[src/rtl/pattern_pkg.sv]
// Shared definitions for the multi-pattern test-frame generator.
//  pattern_mode_t : runtime pattern selector (BARS, GRADIENT, CHECKER, SOLID)
//  BAR_PALETTE    : eight RGB565 colours cycled by the colour-bar pattern
//  SOF_BIT        : bit of the 17-bit FIFO word that flags pixel (0,0)
//  COORD_W        : width of the coordinate buses into the pixel function
package pattern_pkg;

  typedef enum logic [1:0] {
    MODE_BARS     = 2'd0,
    MODE_GRADIENT = 2'd1,
    MODE_CHECKER  = 2'd2,
    MODE_SOLID    = 2'd3
  } pattern_mode_t;

  localparam int SOF_BIT = 16;
  localparam int COORD_W = 16;

  // white, yellow, cyan, green, magenta, red, blue, black
  localparam logic [15:0] BAR_PALETTE [8] = '{
    16'hFFFF, 16'hFFE0, 16'h07FF, 16'h07E0,
    16'hF81F, 16'hF800, 16'h001F, 16'h0000
  };

endpackage

[src/rtl/pattern_pixel_gen.sv]
// Combinational pixel function: maps (mode, x, y, bar index, solid colour)
// to one RGB565 value.
//  mode    in  pattern selector
//  x, y    in  pixel coordinates (zero-extended)
//  bar_idx in  current colour-bar index (only bits [2:0] select the colour)
//  solid   in  colour used in SOLID mode
//  pixel   out RGB565 result
module pattern_pixel_gen
  import pattern_pkg::*;
#(
  parameter int CHECKER_SHIFT = 4
) (
  input  pattern_mode_t        mode,
  input  logic [COORD_W-1:0]   x,
  input  logic [COORD_W-1:0]   y,
  input  logic [COORD_W-1:0]   bar_idx,
  input  logic [15:0]          solid,
  output logic [15:0]          pixel
);

  logic [9:0]         sum;
  logic [COORD_W-1:0] x_sq;
  logic [COORD_W-1:0] y_sq;
  logic               unused_bits;

  // The gradient sum is deliberately truncated to 10 bits.
  assign sum  = x[9:0] + y[9:0];
  assign x_sq = x >> CHECKER_SHIFT;
  assign y_sq = y >> CHECKER_SHIFT;

  // Coordinate bits the pixel function does not look at.
  assign unused_bits = ^{x, y, bar_idx, sum, x_sq, y_sq};

  always_comb begin
    pixel = 16'h0000;
    case (mode)
      MODE_BARS:     pixel = BAR_PALETTE[bar_idx[2:0]];
      MODE_GRADIENT: pixel = {x[8:4], y[7:2], sum[8:4]};
      MODE_CHECKER:  pixel = (x_sq[0] ^ y_sq[0]) ? 16'h0000 : 16'hFFFF;
      MODE_SOLID:    pixel = solid;
      default:       pixel = 16'h0000;
    endcase
  end

endmodule

[src/rtl/multi_pattern_generator.sv]
// Streams complete RGB565 test frames into the 17-bit LCD debug FIFO.
//  clk          in  pixel/write clock
//  reset_n      in  asynchronous active-low reset
//  enable       in  level; keep producing frames while high
//  mode         in  pattern_mode_t encoding, sampled at each frame start
//  solid_color  in  colour for SOLID mode, sampled at each frame start
//  queue_full   in  FIFO full; no write while high
//  queue_data   out {start-of-frame, RGB565}
//  queue_wr_en  out FIFO write strobe
//  frame_done   out one-cycle pulse after the last pixel of a frame
//  frame_count  out number of completed frames (wraps)
module multi_pattern_generator
  import pattern_pkg::*;
#(
  parameter int FRAME_WIDTH    = 480,
  parameter int FRAME_HEIGHT   = 272,
  parameter int NUM_COLOR_BARS = 10,
  parameter int CHECKER_SHIFT  = 4
) (
  input  logic        clk,
  input  logic        reset_n,
  input  logic        enable,
  input  logic [1:0]  mode,
  input  logic [15:0] solid_color,
  input  logic        queue_full,
  output logic [16:0] queue_data,
  output logic        queue_wr_en,
  output logic        frame_done,
  output logic [15:0] frame_count
);

  localparam int COL_W  = $clog2(FRAME_WIDTH);
  localparam int ROW_W  = $clog2(FRAME_HEIGHT);
  localparam int BAR_IW = (NUM_COLOR_BARS > 1) ? $clog2(NUM_COLOR_BARS) : 1;
  localparam int BAR_W  = FRAME_WIDTH / NUM_COLOR_BARS;

  localparam logic [1:0] S_IDLE   = 2'd0;
  localparam logic [1:0] S_LOAD   = 2'd1;
  localparam logic [1:0] S_STREAM = 2'd2;

  logic [1:0]        state;
  logic              valid;
  pattern_mode_t     mode_q;
  logic [15:0]       solid_q;
  logic [COL_W-1:0]  col, nxt_col;
  logic [ROW_W-1:0]  row, nxt_row;
  logic [COL_W-1:0]  bar_cnt, nxt_bar_cnt;
  logic [BAR_IW-1:0] bar_idx, nxt_bar_idx;
  logic              write;
  logic              last_px;
  pattern_mode_t     gen_mode;
  logic [15:0]       gen_solid;
  logic [15:0]       gen_pixel;

  assign write       = valid & ~queue_full;
  assign queue_wr_en = write;
  assign last_px     = (col == COL_W'(FRAME_WIDTH - 1)) &&
                       (row == ROW_W'(FRAME_HEIGHT - 1));

  // Coordinates of the pixel to be registered next. In LOAD this is (0,0)
  // and the pattern inputs are taken straight from the ports, since the
  // latched copies only become valid on the same edge.
  always_comb begin
    nxt_col     = '0;
    nxt_row     = '0;
    nxt_bar_cnt = '0;
    nxt_bar_idx = '0;
    gen_mode    = pattern_mode_t'(mode);
    gen_solid   = solid_color;
    if (state != S_LOAD) begin
      gen_mode  = mode_q;
      gen_solid = solid_q;
      if (col == COL_W'(FRAME_WIDTH - 1)) begin
        nxt_row = row + ROW_W'(1);
      end else begin
        nxt_col = col + COL_W'(1);
        nxt_row = row;
        // Bar tracker: step every BAR_W pixels, saturate on the last bar so
        // any remainder columns repeat it.
        if (bar_cnt == COL_W'(BAR_W - 1)) begin
          nxt_bar_cnt = '0;
          nxt_bar_idx = (bar_idx == BAR_IW'(NUM_COLOR_BARS - 1)) ?
                        bar_idx : bar_idx + BAR_IW'(1);
        end else begin
          nxt_bar_cnt = bar_cnt + COL_W'(1);
          nxt_bar_idx = bar_idx;
        end
      end
    end
  end

  pattern_pixel_gen #(
    .CHECKER_SHIFT (CHECKER_SHIFT)
  ) u_pixel_gen (
    .mode    (gen_mode),
    .x       (COORD_W'(nxt_col)),
    .y       (COORD_W'(nxt_row)),
    .bar_idx (COORD_W'(nxt_bar_idx)),
    .solid   (gen_solid),
    .pixel   (gen_pixel)
  );

  always_ff @(posedge clk or negedge reset_n) begin
    if (!reset_n) begin
      state       <= S_IDLE;
      valid       <= 1'b0;
      mode_q      <= MODE_BARS;
      solid_q     <= 16'h0000;
      col         <= '0;
      row         <= '0;
      bar_cnt     <= '0;
      bar_idx     <= '0;
      queue_data  <= '0;
      frame_done  <= 1'b0;
      frame_count <= 16'h0000;
    end else begin
      frame_done <= 1'b0;
      case (state)
        S_IDLE: begin
          if (enable) state <= S_LOAD;
        end
        S_LOAD: begin
          mode_q              <= pattern_mode_t'(mode);
          solid_q             <= solid_color;
          col                 <= nxt_col;
          row                 <= nxt_row;
          bar_cnt             <= nxt_bar_cnt;
          bar_idx             <= nxt_bar_idx;
          queue_data          <= {1'b1, gen_pixel};
          valid               <= 1'b1;
          state               <= S_STREAM;
        end
        S_STREAM: begin
          if (write) begin
            if (last_px) begin
              valid       <= 1'b0;
              frame_done  <= 1'b1;
              frame_count <= frame_count + 16'd1;
              state       <= enable ? S_LOAD : S_IDLE;
            end else begin
              col        <= nxt_col;
              row        <= nxt_row;
              bar_cnt    <= nxt_bar_cnt;
              bar_idx    <= nxt_bar_idx;
              queue_data <= {1'b0, gen_pixel};
            end
          end
        end
        default: state <= S_IDLE;
      endcase
    end
  end

endmodule
[config.mk]
export PLATFORM = sky130hd
export DESIGN_NAME = multi_pattern_generator
export DESIGN_NICKNAME = d
export VERILOG_FILES = /design/src/rtl/pattern_pkg.sv /design/src/rtl/pattern_pixel_gen.sv /design/src/rtl/multi_pattern_generator.sv
export SDC_FILE = /design/constraint.sdc
export NUM_CORES = 1
export LEC_CHECK = 0
export CORE_UTILIZATION = 43
export DETAILED_ROUTE_END_ITERATION = 8
export PLACE_DENSITY_LB_ADDON = 0.12
export SLEW_MARGIN = 20
export SYNTH_ARGS = -nofsm -noshare
export SYNTH_HDL_FRONTEND = slang
export SYNTH_SLANG_ARGS = --single-unit
[constraint.sdc]
create_clock -name clk -period 3.6 [get_ports clk]
set_input_delay 0.72 -clock clk [delete_from_list [all_inputs] [get_ports clk]]
set_output_delay 0.72 -clock clk [all_outputs]
set_load 0.03 [all_outputs]
==> summary.md, run 1 <==
| Metric | Value |
|---|---|
| Max Buffers Root-to-Sink | 2 |
| Inst Count DP | about 690 |
| Initial Util | 0.449 |
| Max Slew Vio Count | 0 |
| Drt total wl | 11400 µm |
| Max stage delay on crit path | between 0.4 and 0.5 ns |
| Core area | 0.0105 mm² |
| Worst-margin pin slew | ~0.7 ns |
| Area Growth Syn to Fin | 20.2% |
| CP max FO | 10 |
| I/O pin cnt | 57 |
| RSZ-0062 raised after global routing | false |
| Total grt overflow | 0 |
| Skew-Pair Late Insertion Delay | between 0.3 and 0.4 ns |
| Setup CP Type | register to register |
| Nets | between 600 and 700 |
| Post-DP HPWL | ~8000 µm |
| Logic pwr share | 0.418 |
| CTS Root Cell | clkbuf_8 |
| Vias per cell | 5.67 |
| N_diodes | 0 |
| Crit path time final | roughly 3.3 ns |
| Most Frequent Cell on Critical Path | o211ai_1 |
| CTS Buf Count | 9 |
| Die height | between 100 and 150 µm |
| Clock Power Share | 0.211 |
| Fin. Hold Viols | 0 |
| Levels on crit path | 14 |
| CP required | 3.89 ns |
| CTS clock-pin slew for the worst setup and hold paths | ~0.09 ns |
| Worst r2r path cells | 14 |
| Flops & latches, synth | 86 |
| Gr usage total | 0.220 |
| Crit path cell chain | ha_2, nand4_4, nor2_1, nand2_1, xor2_1, nor2_2, ha_1, and4b_1, o211ai_1, o211ai_1, and4_1, o21ai_1, a2111o_1, o211ai_1 |
| Cell Rows | 37 |
| Final Instance Area | about 0.0056 mm² |
| Num Clock Sinks | 86 |
| Crit end category | register |
| GP Congestion | around 0.83 |
| Dpl cell area | around 0.0054 mm² |
| MaxCap Viol Count | 0 |
| Hold crit path type | input port to async pin |
| Synth Flop Type | dfrtp_1 |
| Switching part of the total | 0.409 |
| Slew HR | 0.519 |
| Residual DRC count | 0 |
| Cell count after synthesis | between 500 and 600 |
| Cell variety after synth | 68 |
| Status | complete, no violations |
| Post-synth EDFFs | 0 |
| Total negative slack | 0 ns |
| Initial antenna violation count | 0 |
| Largest net degree at the start of global routing | 87 |
| Yosys warning total | 0 |
| Mean routed wirelength per cell | between 15 and 20 µm |
| Post-Syn Area | ~0.0047 mm² |
| Buffers & Inverters on Critical Path | 0 |
| CTS H-Tree Depth | 3 |
| IO buf count | 56 |
| Drt pass-1 iters | 5 |
| Die Area | approximately 0.011 mm² |
| Die Wd | 106 µm |
| Final ANT Viol Nets | 0 |
| Worst R2R Setup Slack | 0.35 ns |
| Sequential share of power | 0.371 |
| Internal power | about 0.0022 W |
| Avg Inst Size Synth | around 9 µm² |
| Worst EP arrival | 3.54 ns |
| Worst vdd ir | 0.353 mV |
| Leak pwr | ~2.5 nW |
| Layout cells sized above 1 | 0.0960 |
| TritonCTS clock tree | done |
| DRT iter0 DRCs | 241 |
| Filler cells | approximately 990 |
| Final setup viols | 0 |
| Register area share after synthesis | 0.459 |
| Global-route wire length before repair | approximately 19000 µm |
| Sw Pwr | approximately 0.0015 W |
| DR vias | roughly 4000 |
| Number of global-route vias before repair | between 3000 and 4000 |
| Sequential Area | between 0.002 and 0.0025 mm² |
| Skew final | 0.0112 ns |
| Ys async rst share | 1.00 |
| Critical path's slowest cell | dfrtp_1 |
| Power density over the cells | about 660 mW/mm² |
| Setup crit start kind | register |
| Final std cells w/o fill | around 700 |
| Period utilisation layout | 0.903 |
| Fmax | 308 MHz |
| Area of the multi-input gates | 0.00241 mm² |
| Syn nets | roughly 550 |
| Hold-fix buffers at CTS | 0 |
| Crit-path leading delay family | simple AND/OR/NAND/NOR gates |
state kept, by name, summed over array words and instances (netlist names):
signal / count
bar_cnt: 9
bar_idx: 4
col: 9
frame_count: 16
frame_done: 1
mode_q: 2
queue_data: 17
row: 9
solid_q: 16
state: 2
valid: 1
repair_timing:
action | CTS | global route
endpoints found under the setup margin | 0 | 3
resized for setup | 0 | 2
setup buffers | 0 | 0
per-stage QoR:
step / utilization / power, W / worst slack [ns] / hold slack, ns
global route: 0.539 / 0.00400 / 0.0388 / 0.417
detailed placement: 0.516 / 0.00296 / 0.261 / 0.457
global placement: 0.516 / 0.00294 / 0.375 / 0.451
floorplan: - / 0.00241 / 0.623 / 0.424
finish: 0.539 / 0.00373 / 0.349 / 0.385
CTS: 0.539 / 0.00376 / 0.244 / 0.406
synth_stat cells, drive strengths merged, types with 2 or more instances:
cell	instances	area, µm²
nand2	118	445
and4	4	37.5
or3	2	12.5
or2	2	12.5
and3b	2	17.5
ha	11	138
o22ai	2	12.5
o21ai	32	164
o31ai	8	60.1
o41ai	3	45.1
o21bai	2	15.0
clkbuf	16	60.1
nand3	16	85.1
a21oi	17	96.4
nor2	41	154
buf	7	51.3
nor4b	2	17.5
nand4	13	96.3
o211ai	12	95.1
and3	12	75.1
a211oi	4	30.0
nor2b	3	21.3
xnor2	16	140
inv	9	33.8
and2	5	31.3
dfrtp	86	2150
a31oi	10	62.6
nand3b	2	15.0
mux2	4	45.0
and4b	3	30.0
xor2	15	139
nor3	12	81.3
mux2i	4	43.8
nor4	4	31.3
area by class of cell:
class,count,area share
multi-input cells,396,0.427
flip-flops and latches,86,0.382
repair buffers,66,0.114
well taps,136,0.0302
clock inverters,5,0.0144
clock buffers,11,0.0268
inverters,9,0.00599
placed cells by master, fill, tap and decap left out, drive strengths merged, types with 5 or more instances in the layout:
| master | n |
|---|---|
| nand2 | 118 |
| dfrtp | 86 |
| clkdlybuf4s50 | 55 |
| nor2 | 41 |
| o21ai | 32 |
| a21oi | 17 |
| xnor2 | 16 |
| nand3 | 16 |
| xor2 | 15 |
| nand4 | 13 |
| and3 | 12 |
| o211ai | 12 |
| nor3 | 12 |
| clkbuf | 11 |
| ha | 11 |
| buf | 11 |
| a31oi | 10 |
| inv | 9 |
| o31ai | 8 |
| and2 | 5 |
logic make-up after synthesis:
logic type	count (synthesis)	synth area share
multiplexers	8	0.0189
flip-flops	86	0.459
XOR/XNOR	31	0.0595
adder cells (fa/ha/maj)	11	0.0293
AO/OA/AOI/OAI	100	0.143
buffers and inverters	32	0.0309
AND/OR/NAND/NOR	246	0.260
power groups by stage:
stage / clock [W] / combinational (W) / sequential (W)
4_1_cts: 0.000811 / 0.00156 / 0.00138
2_1_floorplan: 0 / 0.000898 / 0.00152
6_report: 0.000790 / 0.00156 / 0.00138
3_5_place_dp: 0 / 0.00155 / 0.00140
3_3_place_gp: 0 / 0.00155 / 0.00139
5_1_grt: 0.000843 / 0.00173 / 0.00142
layer usage:
metal	vias up	wire [µm]	GRT usage
met5	-	0	0
met2	97	5210	0.335
met3	21	504	0.0319
li1	1921	-	-
met4	0	215	0.101
met1	1981	5470	0.308
path summary, 6_finish.rpt:
kind | from | end
worst min-delay path | reset_n | frame_count[5]$_DFFE_PN0P_
max in group asynchronous | reset_n | mode_q[1]$_DFFE_PN0P_
worst min register to register | solid_q[3]$_DFFE_PN0P_ | solid_q[3]$_DFFE_PN0P_
worst max register to register | col[0]$_DFFE_PN0P_ | queue_data[2]$_DFFE_PN0P_
worst max-delay path | col[0]$_DFFE_PN0P_ | queue_data[2]$_DFFE_PN0P_
min in group clk | solid_q[3]$_DFFE_PN0P_ | solid_q[3]$_DFFE_PN0P_
Power figures use the tool's default switching activity.
==> run 2: changes to the inputs <==
--- a/config.mk
+++ b/config.mk
@@ -6,6 +6,7 @@
 export NUM_CORES = 1
 export LEC_CHECK = 0
 export CORE_UTILIZATION = 43
+export CTS_CLUSTER_DIAMETER = 30
 export DETAILED_ROUTE_END_ITERATION = 8
 export PLACE_DENSITY_LB_ADDON = 0.12
 export SLEW_MARGIN = 20
==> results of run 2 <==
The final DEF is identical to that of run 1; final timing and power are the same.
